--- config.mk ---
export PLATFORM = sky130hd
export DESIGN_NAME = uart_rx_flat
export DESIGN_NICKNAME = d
export VERILOG_FILES = /design/src/rtl/uart_pkg.sv /design/src/rtl/uart_rx_if.sv /design/src/rtl/uart_sync_2ff.sv /design/src/rtl/uart_rx.sv /design/src/flat_wrapper.sv
export SDC_FILE = /design/constraint.sdc
export NUM_CORES = 1
export LEC_CHECK = 0
export ABC_AREA = 1
export CAP_MARGIN = 20
export CORE_MARGIN = 2
export CORE_UTILIZATION = 25
export CTS_CLUSTER_SIZE = 20
export DETAILED_ROUTE_END_ITERATION = 8
export SETUP_SLACK_MARGIN = 0.5
export SLEW_MARGIN = 20
export SYNTH_ARGS = -nofsm -noshare
export SYNTH_HDL_FRONTEND = slang
export SYNTH_SLANG_ARGS = --single-unit
--- constraint.sdc ---
create_clock -name clk -period 2.11 [get_ports clk]
set_input_delay 0.3165 -clock clk [delete_from_list [all_inputs] [get_ports clk]]
set_output_delay 0.3165 -clock clk [all_outputs]
set_load 0.05 [all_outputs]
--- src/rtl/uart_pkg.sv ---
// Shared UART definitions for uart_rx and uart_tx.
// Contents: FSM state encoding, default line parameters, data width,
// and the clocks-per-bit helper.
package uart_pkg;

    localparam int unsigned STATE_W            = 3;
    localparam int unsigned DATA_W             = 8;
    localparam int unsigned DEFAULT_BAUD_RATE  = 9600;
    localparam int unsigned DEFAULT_CLOCK_FREQ = 50000000;

    typedef enum logic [STATE_W-1:0] {
        IDLE  = 3'd0,
        START = 3'd1,
        DATA  = 3'd2,
        STOP  = 3'd3,
        BREAK = 3'd4
    } uart_state_e;

    // System clocks per serial bit (integer division).
    function automatic int unsigned clks_per_bit(input int unsigned clock_freq,
                                                 input int unsigned baud_rate);
        return clock_freq / baud_rate;
    endfunction

endpackage

--- src/rtl/uart_rx_if.sv ---
// Receiver-side bundle: the serial line in and the received-byte outputs.
//   rx        serial line, idle high
//   data_out  last correctly received byte
//   valid     one-cycle pulse when data_out updates
//   frame_err one-cycle pulse on a low stop bit
//   busy      frame in progress or line held in break
// master = the receiver, slave = line driver / consumer.
interface uart_rx_if;
    import uart_pkg::*;

    logic              rx;
    logic [DATA_W-1:0] data_out;
    logic              valid;
    logic              frame_err;
    logic              busy;

    modport master (input rx, output data_out, output valid, output frame_err, output busy);
    modport slave  (output rx, input data_out, input valid, input frame_err, input busy);

endinterface

--- src/rtl/uart_sync_2ff.sv ---
// Two-flop synchroniser for one asynchronous input.
//   clk, rst  clock and synchronous active-high reset
//   d         asynchronous input
//   q         synchronised output (two cycles of latency)
// RESET_VAL sets both flops on reset so an idle-high line reads idle.
module uart_sync_2ff #(
    parameter logic RESET_VAL = 1'b1
) (
    input  logic clk,
    input  logic rst,
    input  logic d,
    output logic q
);

    logic meta_q, meta_d;
    logic sync_q, sync_d;

    always_comb begin
        meta_d = d;
        sync_d = meta_q;
    end

    always_ff @(posedge clk) begin
        if (rst) begin
            meta_q <= RESET_VAL;
            sync_q <= RESET_VAL;
        end else begin
            meta_q <= meta_d;
            sync_q <= sync_d;
        end
    end

    assign q = sync_q;

endmodule

--- src/rtl/uart_rx.sv ---
// 8N1 UART receiver. Oversamples rx with clk, checks the start bit at
// mid-bit, samples data and stop bits one bit period apart (LSB first),
// and reports each frame with a one-cycle valid or frame_err pulse.
//   clk, rst  clock and synchronous active-high reset
//   bus       uart_rx_if.master: rx in; data_out/valid/frame_err/busy out
module uart_rx
    import uart_pkg::*;
#(
    parameter int unsigned BAUD_RATE  = DEFAULT_BAUD_RATE,
    parameter int unsigned CLOCK_FREQ = DEFAULT_CLOCK_FREQ
) (
    input  logic      clk,
    input  logic      rst,
    uart_rx_if.master bus
);

    localparam int unsigned CLKS_PER_BIT = clks_per_bit(CLOCK_FREQ, BAUD_RATE);
    localparam int unsigned CNT_W        = 32;
    localparam int unsigned IDX_W        = 3;
    localparam logic [CNT_W-1:0] HALF_LAST = CNT_W'(CLKS_PER_BIT / 2 - 1);
    localparam logic [CNT_W-1:0] BIT_LAST  = CNT_W'(CLKS_PER_BIT - 1);
    localparam logic [IDX_W-1:0] IDX_LAST  = IDX_W'(DATA_W - 1);

    if (CLKS_PER_BIT < 4) begin : g_bad_rate
        $error("uart_rx: CLOCK_FREQ / BAUD_RATE must be at least 4");
    end

    logic rx_s;

    uart_sync_2ff #(.RESET_VAL(1'b1)) u_sync (
        .clk (clk),
        .rst (rst),
        .d   (bus.rx),
        .q   (rx_s)
    );

    uart_state_e       state_q, state_d;
    logic [CNT_W-1:0]  cnt_q,   cnt_d;
    logic [IDX_W-1:0]  idx_q,   idx_d;
    logic [DATA_W-1:0] shreg_q, shreg_d;
    logic [DATA_W-1:0] data_q,  data_d;
    logic              valid_q, valid_d;
    logic              ferr_q,  ferr_d;
    logic              busy_q,  busy_d;

    // State register and registered outputs.
    always_ff @(posedge clk) begin
        if (rst) begin
            state_q <= IDLE;
            cnt_q   <= '0;
            idx_q   <= '0;
            shreg_q <= '0;
            data_q  <= '0;
            valid_q <= 1'b0;
            ferr_q  <= 1'b0;
            busy_q  <= 1'b0;
        end else begin
            state_q <= state_d;
            cnt_q   <= cnt_d;
            idx_q   <= idx_d;
            shreg_q <= shreg_d;
            data_q  <= data_d;
            valid_q <= valid_d;
            ferr_q  <= ferr_d;
            busy_q  <= busy_d;
        end
    end

    // Next-state and output logic.
    always_comb begin
        state_d = state_q;
        cnt_d   = cnt_q;
        idx_d   = idx_q;
        shreg_d = shreg_q;
        data_d  = data_q;
        valid_d = 1'b0;
        ferr_d  = 1'b0;

        case (state_q)
            IDLE: begin
                cnt_d = '0;
                if (!rx_s) state_d = START;
            end
            START: begin
                cnt_d = cnt_q + CNT_W'(1);
                if (cnt_q == HALF_LAST) begin
                    cnt_d = '0;
                    if (rx_s) begin
                        state_d = IDLE;   // glitch, not a start bit
                    end else begin
                        state_d = DATA;
                        idx_d   = '0;
                    end
                end
            end
            DATA: begin
                cnt_d = cnt_q + CNT_W'(1);
                // Counter restarts at every bit boundary so each sample
                // lands one full bit after the previous mid-bit point.
                if (cnt_q == BIT_LAST) begin
                    cnt_d   = '0;
                    shreg_d = {rx_s, shreg_q[DATA_W-1:1]};
                    idx_d   = idx_q + IDX_W'(1);
                    if (idx_q == IDX_LAST) state_d = STOP;
                end
            end
            STOP: begin
                cnt_d = cnt_q + CNT_W'(1);
                // Leave at mid-stop-bit so an immediate next start bit is seen.
                if (cnt_q == BIT_LAST) begin
                    cnt_d = '0;
                    if (rx_s) begin
                        data_d  = shreg_q;
                        valid_d = 1'b1;
                        state_d = IDLE;
                    end else begin
                        ferr_d  = 1'b1;
                        state_d = BREAK;
                    end
                end
            end
            BREAK: begin
                cnt_d = '0;
                if (rx_s) state_d = IDLE;
            end
            default: begin
                state_d = IDLE;
                cnt_d   = '0;
                idx_d   = '0;
            end
        endcase

        busy_d = (state_d != IDLE);
    end

    assign bus.data_out  = data_q;
    assign bus.valid     = valid_q;
    assign bus.frame_err = ferr_q;
    assign bus.busy      = busy_q;

endmodule
--- src/flat_wrapper.sv ---
// flat-port wrapper written by rule: the top's interface ports become plain ports
module uart_rx_flat import uart_pkg::*;
#(
    parameter int unsigned BAUD_RATE  = DEFAULT_BAUD_RATE,
    parameter int unsigned CLOCK_FREQ = DEFAULT_CLOCK_FREQ
)
  (clk, rst, bus_rx, bus_data_out, bus_valid, bus_frame_err, bus_busy);
  uart_rx_if bus_i ();
  input  logic clk;
  input  logic rst;
  input wire logic [$bits(bus_i.rx)-1:0] bus_rx;
  output wire logic [$bits(bus_i.data_out)-1:0] bus_data_out;
  output wire logic [$bits(bus_i.valid)-1:0] bus_valid;
  output wire logic [$bits(bus_i.frame_err)-1:0] bus_frame_err;
  output wire logic [$bits(bus_i.busy)-1:0] bus_busy;
  assign bus_i.rx = bus_rx;
  assign bus_data_out = bus_i.data_out;
  assign bus_valid = bus_i.valid;
  assign bus_frame_err = bus_i.frame_err;
  assign bus_busy = bus_i.busy;
  uart_rx #(.BAUD_RATE(BAUD_RATE), .CLOCK_FREQ(CLOCK_FREQ)) u_core (.clk(clk), .rst(rst), .bus(bus_i));
endmodule
Word-level counts from Yosys, hierarchy flattened:

Cells that the tools add are included.

* output and inout port bits: 11
* word-level logic and storage cells: 51
* register bits: 59
* input bits: 3

* reduce and logical (&&, ||, !) cells: 8
* add/sub/neg operators: 2
* equal/unequal tests: 10
* bitwise logic cells: 3
* muxes and demuxes: 18

Operators by type and width (number)
* 2-to-1 mux 32 bit: 2
* one-hot mux 32 bit (2 select lines): 1
* adder 32 x 1 -> 32 bit, second input constant: 1
* equality test 32 x 12 -> 1 bit, second input constant: 1
* equality test 32 x 13 -> 1 bit, second input constant: 1
* 2-to-1 mux 3 bit: 10
* one-hot mux 3 bit (5 select lines): 1
* one-hot mux 3 bit (3 select lines): 1
* equality test 3 x 2 -> 1 bit, second input constant: 2
* equality test 3 bit, second input constant: 2
* OR reduction 3 bit: 2
* inequality test 2 x 1 -> 1 bit, second input constant: 2
* AND reduction 4 bit: 1
* adder 3 x 1 -> 3 bit, second input constant: 1
* equality test 3 x 1 -> 1 bit, second input constant: 1
* logical NOT 3 bit: 1
* inverter 1 bit: 3
* AND reduction 3 bit: 1
* nonzero test 3 bit: 1
* 2-to-1 mux 1 bit: 2
* 2-to-1 mux 2 bit: 1
* inequality test 2 bit, second input constant: 1
* AND reduction 2 bit: 1
* OR reduction 2 bit: 1

Longest topological paths before layout:

* depth after elaboration: 5
* gate-level depth with buffers: 12
* mapped depth without buffers: 11

Hierarchy:

From an unflattened synthesis, not the netlist that was laid out.

* cells, all modules: 478
* area total of the unflattened synthesis: 3166.8 um^2

By module, submodules not included
* uart_rx: cells an instance 471, sequential area each 1141.1 um^2, times used 1, area an instance 3108.0 um^2
* uart_sync_2ff: cells an instance 7, sequential area each 40.0 um^2, times used 1, area an instance 58.8 um^2

Worst setup path before layout:

OpenSTA, ideal clock, no wires.

* kind: reg-to-reg
* start: register u_core.cnt_q[0]
* end: register u_core.cnt_q[10]
* library setup time: 0.140 ns
* cell stages (with the launch flop): 11
* slack: 0.522 ns
* data required time: 1.970 ns
* clock period less this slack: 1.588 ns
* buffers on the path: 1
* arrival time: 1.448 ns
* path through: dfxtp_1 ha_1 nand2_2 nor2_1 nand2_2 nor2_4 nand2_4 nand2_4 nand3_2 buf_6 nor3b_2

* word-level cells in the longest chain between the ends: 3
* elaborated cells on any way between the ends: 6
* classes of those cells: add/sub: 1; eq/ne: 2; mux: 3

Ends and longest elaborated chain
* from (decl): RTL line uart_rx.sv:38 `logic [CNT_W-1:0] cnt_q, cnt_d;`
* from (signal assigned): RTL line uart_rx.sv:59 `cnt_q <= cnt_d;`
* adder 32 x 1 -> 32 bit (tied with other cells): RTL line uart_rx.sv:85, uart_rx.sv:97, uart_rx.sv:108
* 2-to-1 mux 32 bit, on equally long branches: RTL line uart_rx.sv:100, uart_rx.sv:110, uart_rx.sv:86
* one-hot mux 32 bit (2 select lines) (*): RTL line uart_rx.sv:79 `case (state_q)`

Every way passes the cells marked *; elsewhere a longest branch is shown, timed or not.
A chain may end at the register's enable or synchronous reset.

Worst setup path in the final report:

* start: register u_core.cnt_q[0]
* end: register u_core.cnt_q[12]

Same word-level chain as after synthesis.

==> qor.csv <==
stage,metric,value,unit
outcome,run status,finished clean,
critical_path,Critical Path Max Stage Delay,0.37,ns
global_routing,first-pass GRT wire length,14100,um
die,Die H,121,um
timing,maximum clock rate,634,MHz
timing,RSZ-0062 raised after global routing,true,
die,total core area,0.0133,mm^2
placement,RePlAce Congestion,0.880,
clocking,TritonCTS clock tree,built,
synth,Post-Syn Area,0.00342,mm^2
timing,Final setup viols,0,
synth,Yosys top cell area share,0.345,
timing,Worst slew margin,0.673,
power,power per cell area,646,mW/mm^2
worst_hold_path,Worst Hold Class,reg -> reg,
synth,synth top area cells,"dfxtp_1, nand2_1, nor2_1, inv_1, nand3_1",
drt,drt initial violations,172,
drt,DR vias,3260,
synth,Mapped Nets,514,
layout,Area Growth Syn to Fin,26.7,%
critical_path,critical path class,reg -> reg,
timing,setup ws final,0.532,ns
drt,routed length per placed instance,12.3,um
synth,Syn. warnings,0,
layout,antenna diode count,0,
global_routing,total track usage,0.120,
timing,final critical-path share of the clock period,0.748,
layout,final instance area,0.00434,mm^2
clocking,CTS Buf Count,9,
clocking,Clock transition at path regs,0.05,ns
clocking,H-tree depth,3,
drt,1st-pass router iterations,6,
synth,Post-Syn Instances,508,
die,DIE AREA,0.0147,mm^2
placement,Place WS,0.355,ns
critical_path,CP max stage cell,dfxtp_4,
timing,Pins Over Slew Limit,0,
layout,"commonest non-fill, non-tap cell in the layout",nand2_1,
clocking,Root Buffer,clkbuf_16,
worst_hold_path,Worst Hold Depth,1,
timing,total negative slack,0,ns
drt,via-per-instance ratio,4.54,
clocking,CTS max path bufs,2,
global_routing,vias in the first global route,2975,
placement,Post-DP HPWL,6330,um
drt,drt drc,0,
timing,Slew @ Worst Pin,0.493,ns
clocking,hold-fix buffer count after cts,0,
layout,fraction of layout cells with a size suffix above 1,0.218,
job,Max-Cap Viols,0,
layout,most frequent cells in the layout,"nand2_1, nor2_1, dfxtp_1",
critical_path,crit-path cells,ha_4 > nand2_4 > nor2_4 > nand2_2 > nor2_4 > nand2_4 > nand2_8 > nand3_4 > nor3b_2,
synth,syn_area_per_cell,6.74,um^2
critical_path,CP endpoint kind,flop,
die,Starting Density,0.258,
critical_path,crit path max fanout,6,
critical_path,CP Data Arrival Time,1.79,ns
synth,Yosys reg bits,59,
critical_path,data required time of the worst path,2.32,ns
global_routing,initial antenna violation count,0,
drt,antenna-violating nets left,0,
global_routing,grt total ovfl,0,
global_routing,largest net degree at the start of global routing,34,
placement,I/O Buffers,13,
layout,Final nets,543,
timing,hold_ws,0.411,ns
die,num ports,14,
power,LEAKAGE,1.63,nW
synth,post-synth cell types,32,
die,Die X,121,um
power,total chip power,2.80,mW
critical_path,Setup crit start kind,flop,
placement,Area after DPL,0.00373,mm^2
critical_path,reg2reg path depth,9,
power,Worst VDD drop,0.364,mV
clocking,clock sinks,59,
die,row cnt,42,
timing,final hold vios,0,
clocking,clk_lat worst skew,0.33,ns
synth,sequential share of the synthesized area,0.345,
synth,Yosys top cell by area,dfxtp_1,
drt,DRT Wirelength,8840,um
timing,Layout Skew,0.00406,ns
timing,min cycle time layout,1.58,ns
## state kept, by name, indices dropped and copies added (netlist names)
register,count
u_core.shreg_q,8
u_core.idx_q,3
u_core.bus.busy,1
u_core.state_q,3
u_core.bus.valid,1
u_core.u_sync.meta_q,1
u_core.u_sync.q,1
u_core.bus.data_out,8
u_core.bus.frame_err,1
u_core.cnt_q,32
## cell families (layout without fill, tap and decap cells)
| group | count (synthesis) | in the layout | share of synthesized area |
|---|---|---|---|
| compound gates | 54 | 54 | 0.100 |
| flops | 59 | 59 | 0.345 |
| simple gates | 315 | 317 | 0.435 |
| fa+ha+maj | 3 | 3 | 0.0110 |
| xor+xnor | 10 | 10 | 0.0256 |
| buf+inv | 67 | 99 | 0.0829 |
## per-layer routing
layer,global-route usage,share of wire,vias up
li1,-,-,1708
met1,0.161,0.49,1480
met2,0.188,0.46,58
met3,0.0254,0.036,14
met4,0.0480,0.017,0
met5,0,0,-
## path summary, 6_finish.rpt
path                                                      start                     endpoint  slack, ns
worst max-delay path                 u_core.cnt_q[0]$_SDFF_PP0_  u_core.cnt_q[12]$_SDFF_PP0_       0.53
worst min-delay path            u_core.u_sync.meta_q$_SDFF_PP1_   u_core.u_sync.q$_SDFF_PP1_       0.41
worst min register to register  u_core.u_sync.meta_q$_SDFF_PP1_   u_core.u_sync.q$_SDFF_PP1_       0.41
worst max register to register       u_core.cnt_q[0]$_SDFF_PP0_  u_core.cnt_q[12]$_SDFF_PP0_       0.53
## final cells by class
class,instances,area (um^2)
inverters,55,209
repair buffers,28,229
clock buffers,11,253
multi-input cells,384,2150
fillers,1416,8960
flip-flops and latches,59,1200
well taps,176,220
clock inverters,5,75.1
## power by group
group | internal, mW | leakage, nW | switching (mW)
clock | 1.09 | 0.165 | 0.502
sequential | 1.12 | 0.483 | 0.00479
combinational | 0.0298 | 0.985 | 0.0562
## per-stage QoR
step	util	std cells
3_5_place_dp	0.281	690
5_1_grt	0.326	718
3_3_place_gp	0.281	690
2_1_floorplan	-	508
4_1_cts	0.308	708
6_report	0.326	718
## repair_timing
action / CTS / global route
cloned: 0 / 2
gates resized for setup: 19 / 53
setup buffers: 2 / 8
pin swaps: 1 / 15
setup endpoints to repair: 49 / 51
## Yosys cell counts
cell and instances:
a211oi_1 5, a21o_1 4, a21oi_1 13, a31oi_1 1
buf_2 2, buf_6 4, clkbuf_1 6, clkinv_1 2
dfxtp_1 59, ha_1 3, inv_1 45, inv_2 8
nand2_1 113, nand2_2 7, nand2_4 4, nand3_1 32
nand3_2 2, nand3b_1 1, nand4_1 11, nor2_1 104
nor2_2 3, nor2_4 5, nor3_1 18, nor3_2 1
nor3_4 1, nor3b_1 1, nor3b_2 9, o211ai_1 17
o21ai_0 11, o21bai_1 3, or2_2 3, xor2_1 10
## critical path, delay by kind of cell, from the launching register on
family	cells	cell delay, ns
fa+ha+maj	1	0.17
flops	1	0.37
simple gates	8	0.93
No activity file was read; power rests on OpenSTA's default activity.
